<file path="src/rtl/div_unit.sv">
// div_unit: iterative radix-2 restoring RV32M divide/remainder unit.
// One quotient bit per cycle; divide-by-zero and signed overflow finish
// in a single cycle. The result is presented with done and held afterwards.
module div_unit #(
  parameter int XLEN = 32,
  parameter int ITER = 32
) (
  input  logic            clk,
  input  logic            rst,
  input  logic            start,
  input  logic [1:0]      op,
  input  logic [XLEN-1:0] a,
  input  logic [XLEN-1:0] b,
  input  logic            flush,
  output logic            busy,
  output logic            done,
  output logic [XLEN-1:0] result
);

  localparam int CW = $clog2(ITER + 1);

  typedef enum logic [1:0] {IDLE, CALC, DONE} state_t;

  state_t          state, state_nxt;
  logic [1:0]      op_q;
  logic            sa, sb, raw;
  logic [XLEN-1:0] quo, dvs, rem, result_q, fix;
  logic [CW-1:0]   cnt;

  // operand decode: op[0]=1 means unsigned, op[1]=1 means remainder
  logic            signed_op, a_neg, b_neg, div0, ovf, fast;
  logic [XLEN-1:0] a_mag, b_mag;
  logic [XLEN:0]   rem_sh, diff;
  logic [XLEN-1:0] quo_f, rem_f;

  // operand magnitudes and fast-path detection, evaluated while IDLE
  always_comb begin
    signed_op = ~op[0];
    a_neg     = signed_op & a[XLEN-1];
    b_neg     = signed_op & b[XLEN-1];
    a_mag     = a_neg ? -a : a;
    b_mag     = b_neg ? -b : b;
    div0      = (b == '0);
    ovf       = signed_op && (a == {1'b1, {(XLEN-1){1'b0}}}) && (b == '1);
    fast      = div0 | ovf;
  end

  // one restoring step; the extra top bit makes the borrow exact for
  // divisors at or above 2^(XLEN-1)
  always_comb begin
    rem_sh = {rem, quo[XLEN-1]};
    diff   = rem_sh - {1'b0, dvs};
  end

  // sign fixup; fast-path results are preloaded final values and bypass it
  always_comb begin
    quo_f = (!raw && !op_q[0] && (sa ^ sb)) ? -quo : quo;
    rem_f = (!raw && !op_q[0] && sa)        ? -rem : rem;
    fix   = op_q[1] ? rem_f : quo_f;
  end

  // state register
  always_ff @(posedge clk) begin
    if (rst) state <= IDLE;
    else     state <= state_nxt;
  end

  // next-state logic; flush wins over start
  always_comb begin
    state_nxt = state;
    case (state)
      IDLE: if (start) state_nxt = fast ? DONE : CALC;
      CALC: if (cnt == CW'(1)) state_nxt = DONE;
      DONE: state_nxt = IDLE;
      default: state_nxt = IDLE;
    endcase
    if (flush) state_nxt = IDLE;
  end

  // datapath: operand capture, iteration, and result hold register
  always_ff @(posedge clk) begin
    if (rst) begin
      op_q     <= '0;
      sa       <= 1'b0;
      sb       <= 1'b0;
      raw      <= 1'b0;
      quo      <= '0;
      rem      <= '0;
      dvs      <= '0;
      cnt      <= '0;
      result_q <= '0;
    end else if (!flush) begin
      case (state)
        IDLE: if (start) begin
          op_q <= op;
          sa   <= a_neg;
          sb   <= b_neg;
          dvs  <= b_mag;
          cnt  <= CW'(ITER);
          raw  <= fast;
          if (div0) begin
            quo <= '1;
            rem <= a;
          end else if (ovf) begin
            quo <= {1'b1, {(XLEN-1){1'b0}}};
            rem <= '0;
          end else begin
            quo <= a_mag;
            rem <= '0;
          end
        end
        CALC: begin
          if (!diff[XLEN]) begin
            rem <= diff[XLEN-1:0];
            quo <= {quo[XLEN-2:0], 1'b1};
          end else begin
            rem <= rem_sh[XLEN-1:0];
            quo <= {quo[XLEN-2:0], 1'b0};
          end
          cnt <= cnt - CW'(1);
        end
        DONE: result_q <= fix;
        default: ;
      endcase
    end
  end

  // outputs: result is live during done, then held
  always_comb begin
    busy   = (state == CALC);
    done   = (state == DONE);
    result = done ? fix : result_q;
  end

endmodule

</file>
<file path="config.mk">
export PLATFORM = sky130hd
export DESIGN_NAME = div_unit
export DESIGN_NICKNAME = d
export VERILOG_FILES = /design/src/rtl/div_unit.sv
export SDC_FILE = /design/constraint.sdc
export NUM_CORES = 1
export LEC_CHECK = 0
export CELL_PAD_IN_SITES_DETAIL_PLACEMENT = 0
export CELL_PAD_IN_SITES_GLOBAL_PLACEMENT = 1
export CORE_MARGIN = 3
export CORE_UTILIZATION = 35
export DETAILED_ROUTE_END_ITERATION = 8
export MAX_ROUTING_LAYER = met4
export PLACE_DENSITY_LB_ADDON = 0.15
export SLEW_MARGIN = 0
export SYNTH_ARGS = -nofsm -noshare
export SYNTH_HDL_FRONTEND = slang
export SYNTH_SLANG_ARGS = --single-unit
</file>
<file path="constraint.sdc">
create_clock -name clk -period 3.8 [get_ports clk]
set_clock_uncertainty 0.15 [all_clocks]
set_input_delay 0.76 -clock clk [delete_from_list [all_inputs] [get_ports clk]]
set_output_delay 0.76 -clock clk [all_outputs]
set_load 0.1 [all_outputs]
</file>
# Word-level counts from Yosys, hierarchy flattened
# Index checks and enable logic that the tools add are counted.
word_totals:
  in_bits: 70
  elab_cells: 64
  output_inout_bits: 34
  register_bits: 141
classes:
  n_eq_ne: 7
  addsub: 6
  n_reduce_logical: 14
  n_mux: 21
  n_bitwise: 6
op_table:
  columns: ["op", "count"]
  rows:
  - ["$mux W32", 12]
  - ["$neg A32 Y32", 4]
  - ["$pmux W32 S2", 2]
  - ["$eq A32 B32 Y1 const B", 2]
  - ["$sub A33 B32 Y33", 1]
  - ["$logic_not A32 Y1", 1]
  - ["$pmux W6 S2", 1]
  - ["$eq A6 B1 Y1 const B", 1]
  - ["$mux W2", 3]
  - ["$mux W6", 1]
  - ["$reduce_and A3 Y1", 2]
  - ["$sub A6 B1 Y6 const B", 1]
  - ["$logic_and A1 B1 Y1", 5]
  - ["$pmux W2 S2", 1]
  - ["$and A1 B1 Y1", 2]
  - ["$eq A2 B1 Y1 const B", 1]
  - ["$eq A2 B2 Y1 const B", 1]
  - ["$logic_not A1 Y1", 2]
  - ["$logic_not A2 Y1", 1]
  - ["$ne A2 B1 Y1 const B", 1]
  - ["$ne A2 B2 Y1 const B", 1]
  - ["$not A1 Y1", 2]
  - ["$reduce_and A2 Y1", 1]
  - ["$reduce_bool A2 Y1", 1]
  - ["other kinds (4)", 4]

# Longest topological paths before layout
depth:
  word_depth: 7
  ltp_mapped: 14

# Worst setup path after synthesis
# No wires, ideal clock.
synth_timing:
  path_kind: "register to output"
  from: "register rem[6]"
  to: "output port result[27]"
  t_arrival_ns: 4.319
  n_path_buf: 0
  path_stages_with_launch: 10
  slack_ns: -1.429
  path_cell_list: "dfxtp_1 or4_1 nor3_1 nand4b_1 or3_4 o31ai_1 xor2_1 nand2_1 o21ai_0 o21ai_0"
synth_via:
  elab_chain_cells: 4
synth_rtl:
  columns: ["item", "line_no", "rtl"]
  rows:
  - ["start: declaration", "27", "logic [XLEN-1:0] quo, dvs, rem, result_q, fix;"]
  - ["start signal: assignment", "114", "rem <= diff[XLEN-1:0];"]
  - ["start signal: assignment", "117", "rem <= rem_sh[XLEN-1:0];"]
  - ["$neg A32 Y32", "58", "rem_f = (!raw && !op_q[0] && sa) ? -rem : rem;"]
  - ["$mux W32", "58", null]
  - ["$mux W32", "59", "fix = op_q[1] ? rem_f : quo_f;"]
  - ["$mux W32", null, null]
  - ["end: declaration", "17", "output logic [XLEN-1:0] result"]
# Every way passes these cells.

# Worst setup path in the final report
layout_timing:
  from: "register rem[6]"
  to: "output port result[31]"
# The elaborated chain is that of the path after synthesis.

==> summary.md <==
| Metric | Value |
|---|---|
| Area share of the largest cell type after synthesis | 25.2% |
| Share of cells above drive strength 1 | 18.0% |
| Syn Inst Count | 1,532 |
| Bufs and invs on worst path | 2 |
| Worst vdd ir | ~0.00029 V |
| Final Setup Violations | 14 |
| DRT Wirelength | 38,700 µm |
| Slew @ Worst Pin | 0.990 ns |
| Iteration-0 DRC Markers | about 670 |
| Port Buffer Count | slightly above 100 |
| Fin crit share | 105% |
| Row count | 64 |
| Worst relative slew slack | 34.0% |
| Top_reg_cell synth | dfxtp_1 |
| Clock Path Buffers | 2 |
| Post-synthesis sequential area ratio | 25.2% |
| Post-synthesis compound-gate area fraction | 27.3% |
| Initial antenna violation count | 0 |
| Synth top area cells | dfxtp_1 (25%), a21oi_1 (6.6%), xnor2_1 (6.0%) |
| Slew Limit Fails | 0 |
| Worst-Skew Late Latency | between 0.4 and 0.5 ns |
| Hold Crit Depth | 2 |
| Hold-fix buffers, CTS | 0 |
| Max stage delay on crit path | 0.53 ns |
| Setup CP Type | register to primary output |
| Mux cell area share after synthesis | 3.24% |
| Die X | 185 µm |
| Pre-CTS setup slack | 0.0552 ns |
| FFs w/ async S/R, synth | 0% |
| DRC viols | 0 |
| Adder-Cell Fraction of Synth Area | 4.54% |
| Synthesized flop and latch total | 141 |
| Vias in the first global route | between 10,000 and 15,000 |
| Final ANT Viol Nets | 0 |
| Critical path depth in cells | 11 |
| Crit end category | primary output |
| GPL Wtd Cong | 0.899 |
| CP startpoint kind | register |
| Avg Vias per Cell | 5.45 |
| Placed cells | 2,046 |
| Worst-path fanout max | 3 |
| Largest net degree at the start of global routing | 86 |
| Synth Net Count | 1,642 |
| Total power | 5.38 mW |
| Clk slew on worst S/H paths | 0.06 ns |
| Worst EP arrival | roughly 3 ns |
| Hold Path Class | register to register |
| Post-DP HPWL | 30,400 µm |
| Pwr/cell area | 367 nW/µm² |
| Final hold vios | 0 |
| H-tree Lvls | 4 |
| Antenna diode count | 0 |
| Top delay family on crit path | simple AND/OR/NAND/NOR gates |
| CP Cell Sequence | or4_4 -> nor3_2 -> buf_4 -> nand4b_1 -> or3_4 -> o41ai_4 -> xor2_1 -> mux2i_1 -> nand2_1 -> nand2_2 -> buf_12 |
| CTS Root Cell | clkbuf_16 |
| Initial Utilization | 36.0% |
| Die area | 34,200 µm² |
| Worst Path Required | 2.89 ns |
| Leak | 5.76 nW |
| PnR worst setup slack | -0.196 ns |
| Cell variety after synth | 77 |
| Fin cells | 2,086 |
| List of most frequent post-synthesis cells | nor2_1 (174), nand2_1 (168), a21oi_1 (147) |
| Failing checks | negative setup slack |
| YS warnings | 0 |
| Synth Area in Simple Gates | 22.5% |
| RSZ-0062 raised after global routing | yes |
| Largest family of logic cells by synthesized area | compound AO/OA/AOI/OAI gates |
| Area Growth Syn to Fin | 30.8% |
| Mapped cell area | 11,200 µm² |
| R2R depth | 12 |
| Synth Area in XOR/XNOR | between 10% and 20% |
| Max Freq | 0.250 GHz |
| Wire per inst | 18.6 µm |
| First-pass GRT wire length | 61,500 µm |
| Total track usage | between 20% and 30% |
| Syn avg cell area | 7.31 µm² |
| GR Overflow Total | 0 |
| Clock Sinks | 141 |
| First drt pass iteration count | 6 |
| Most frequent cell after synthesis | nor2_1 |
| CTS tree | yes |
| Total core area | 31,100 µm² |
| Vias after detailed routing | 11,373 |
| Die H | 185 µm |
| Post-synth EDFFs | 0 |
| Area leader, netlist | dfxtp_1 |
| Status | finished, violations left |
| Core Util, Final | 47.1% |
| # Max-Cap Violations | 0 |
| Crit-path slowest cell | or4_4 |
| Final min period | between 3 and 4 ns |
| Num CTS Buffers | 17 |
| Fin nets | 1,787 |
| I/O pin count | 104 |
==> cells in the final DEF, fill, tap and decap left out, types with 10 or more instances in the layout <==
master and n:
o21ai_2 25, clkdlybuf4s50_1 68, a21oi_1 133, clkbuf_16 17, buf_12 34, xnor2_1 71, o22ai_1 13, nand2_1 160
nand3_1 17, buf_4 119, nor4_1 14, nor2_1 170, o211ai_1 12, dfxtp_1 137, inv_1 65, a211oi_1 47
xor2_1 65, nand2b_1 21, nand4_1 17, a21oi_2 15, or3_1 12, and2_1 12, ha_1 39, nor3_1 50
o211a_1 18, mux2i_1 33, a31oi_1 16, o21ai_0 69, a221oi_1 10, o31ai_1 18
==> layout make-up <==
class,count,area (µm²)
well taps,396,495
repair buffers,224,2290
multi-input cells,1226,8170
clock inverters,12,163
flip-flops and latches,141,2830
clock buffers,20,447
fillers,3198,16400
inverters,67,251
==> flip-flops by register name, indices dropped and copies added (netlist names) <==
register and flops:
dvs 32, quo 32, rem 32, result_q 32, cnt 6, op_q 2, state 2, raw 1
sa 1, sb 1
==> cell families after synthesis <==
family          Yosys count
fa+ha+maj                40
compound gates          467
simple gates            537
mux                      36
xor+xnor                146
buf+inv                 165
flops                   141
==> what timing repair did <==
item | 4_1_cts | 5_1_grt
pin swaps | 24 | 28
cloned | 0 | 0
buffers inserted | 5 | 5
endpoints found under the setup margin | 17 | 25
resized for setup | 52 | 32
==> worst register-to-register path, stage by stage (launching register included) <==
cell       delay, ns
dfxtp_1         0.44
inv_1           0.12
ha_1            0.24
fa_1            0.40
nand2b_1        0.19
a21oi_2         0.23
o2111ai_1       0.26
nand4b_1        0.20
a31oi_1         0.18
o41ai_1         0.34
xor2_1          0.26
mux2i_1         0.13
a2111oi_2       0.36
==> report_power, final <==
part	switching, mW	internal [mW]
Combinational	1.14	0.799
Clock	0.721	1.06
Sequential	0.0953	1.57
Total	1.95	3.42
==> stage by stage <==
stage,setup TNS (ns),hold WS [ns],area [µm²]
global route,-3.41,0.319,14600
floorplan,-0.162,0.282,11300
global placement,0,0.292,13600
detailed placement,0,0.297,13600
finish,-1.30,0.303,14600
CTS,-1.83,0.305,14400
==> per-layer routing <==
layer	wire length, µm	track usage, %	share of wire (%)	up-vias
met2	17600	36.9	45	261
met1	18800	32.1	49	5275
met4	856	6.33	2.2	0
met5	0	-	0	-
met3	1490	2.00	3.8	45
li1	-	-	-	5792
==> final timing paths <==
path	to	startpoint	slack, ns
max	result[31]	rem[6]	-0.20
min	dvs[20]	dvs[20]	0.30
max reg2reg	rem[30]	quo[31]	0.20
min reg2reg	dvs[20]	dvs[20]	0.30
(Power assumes the default switching activity.)
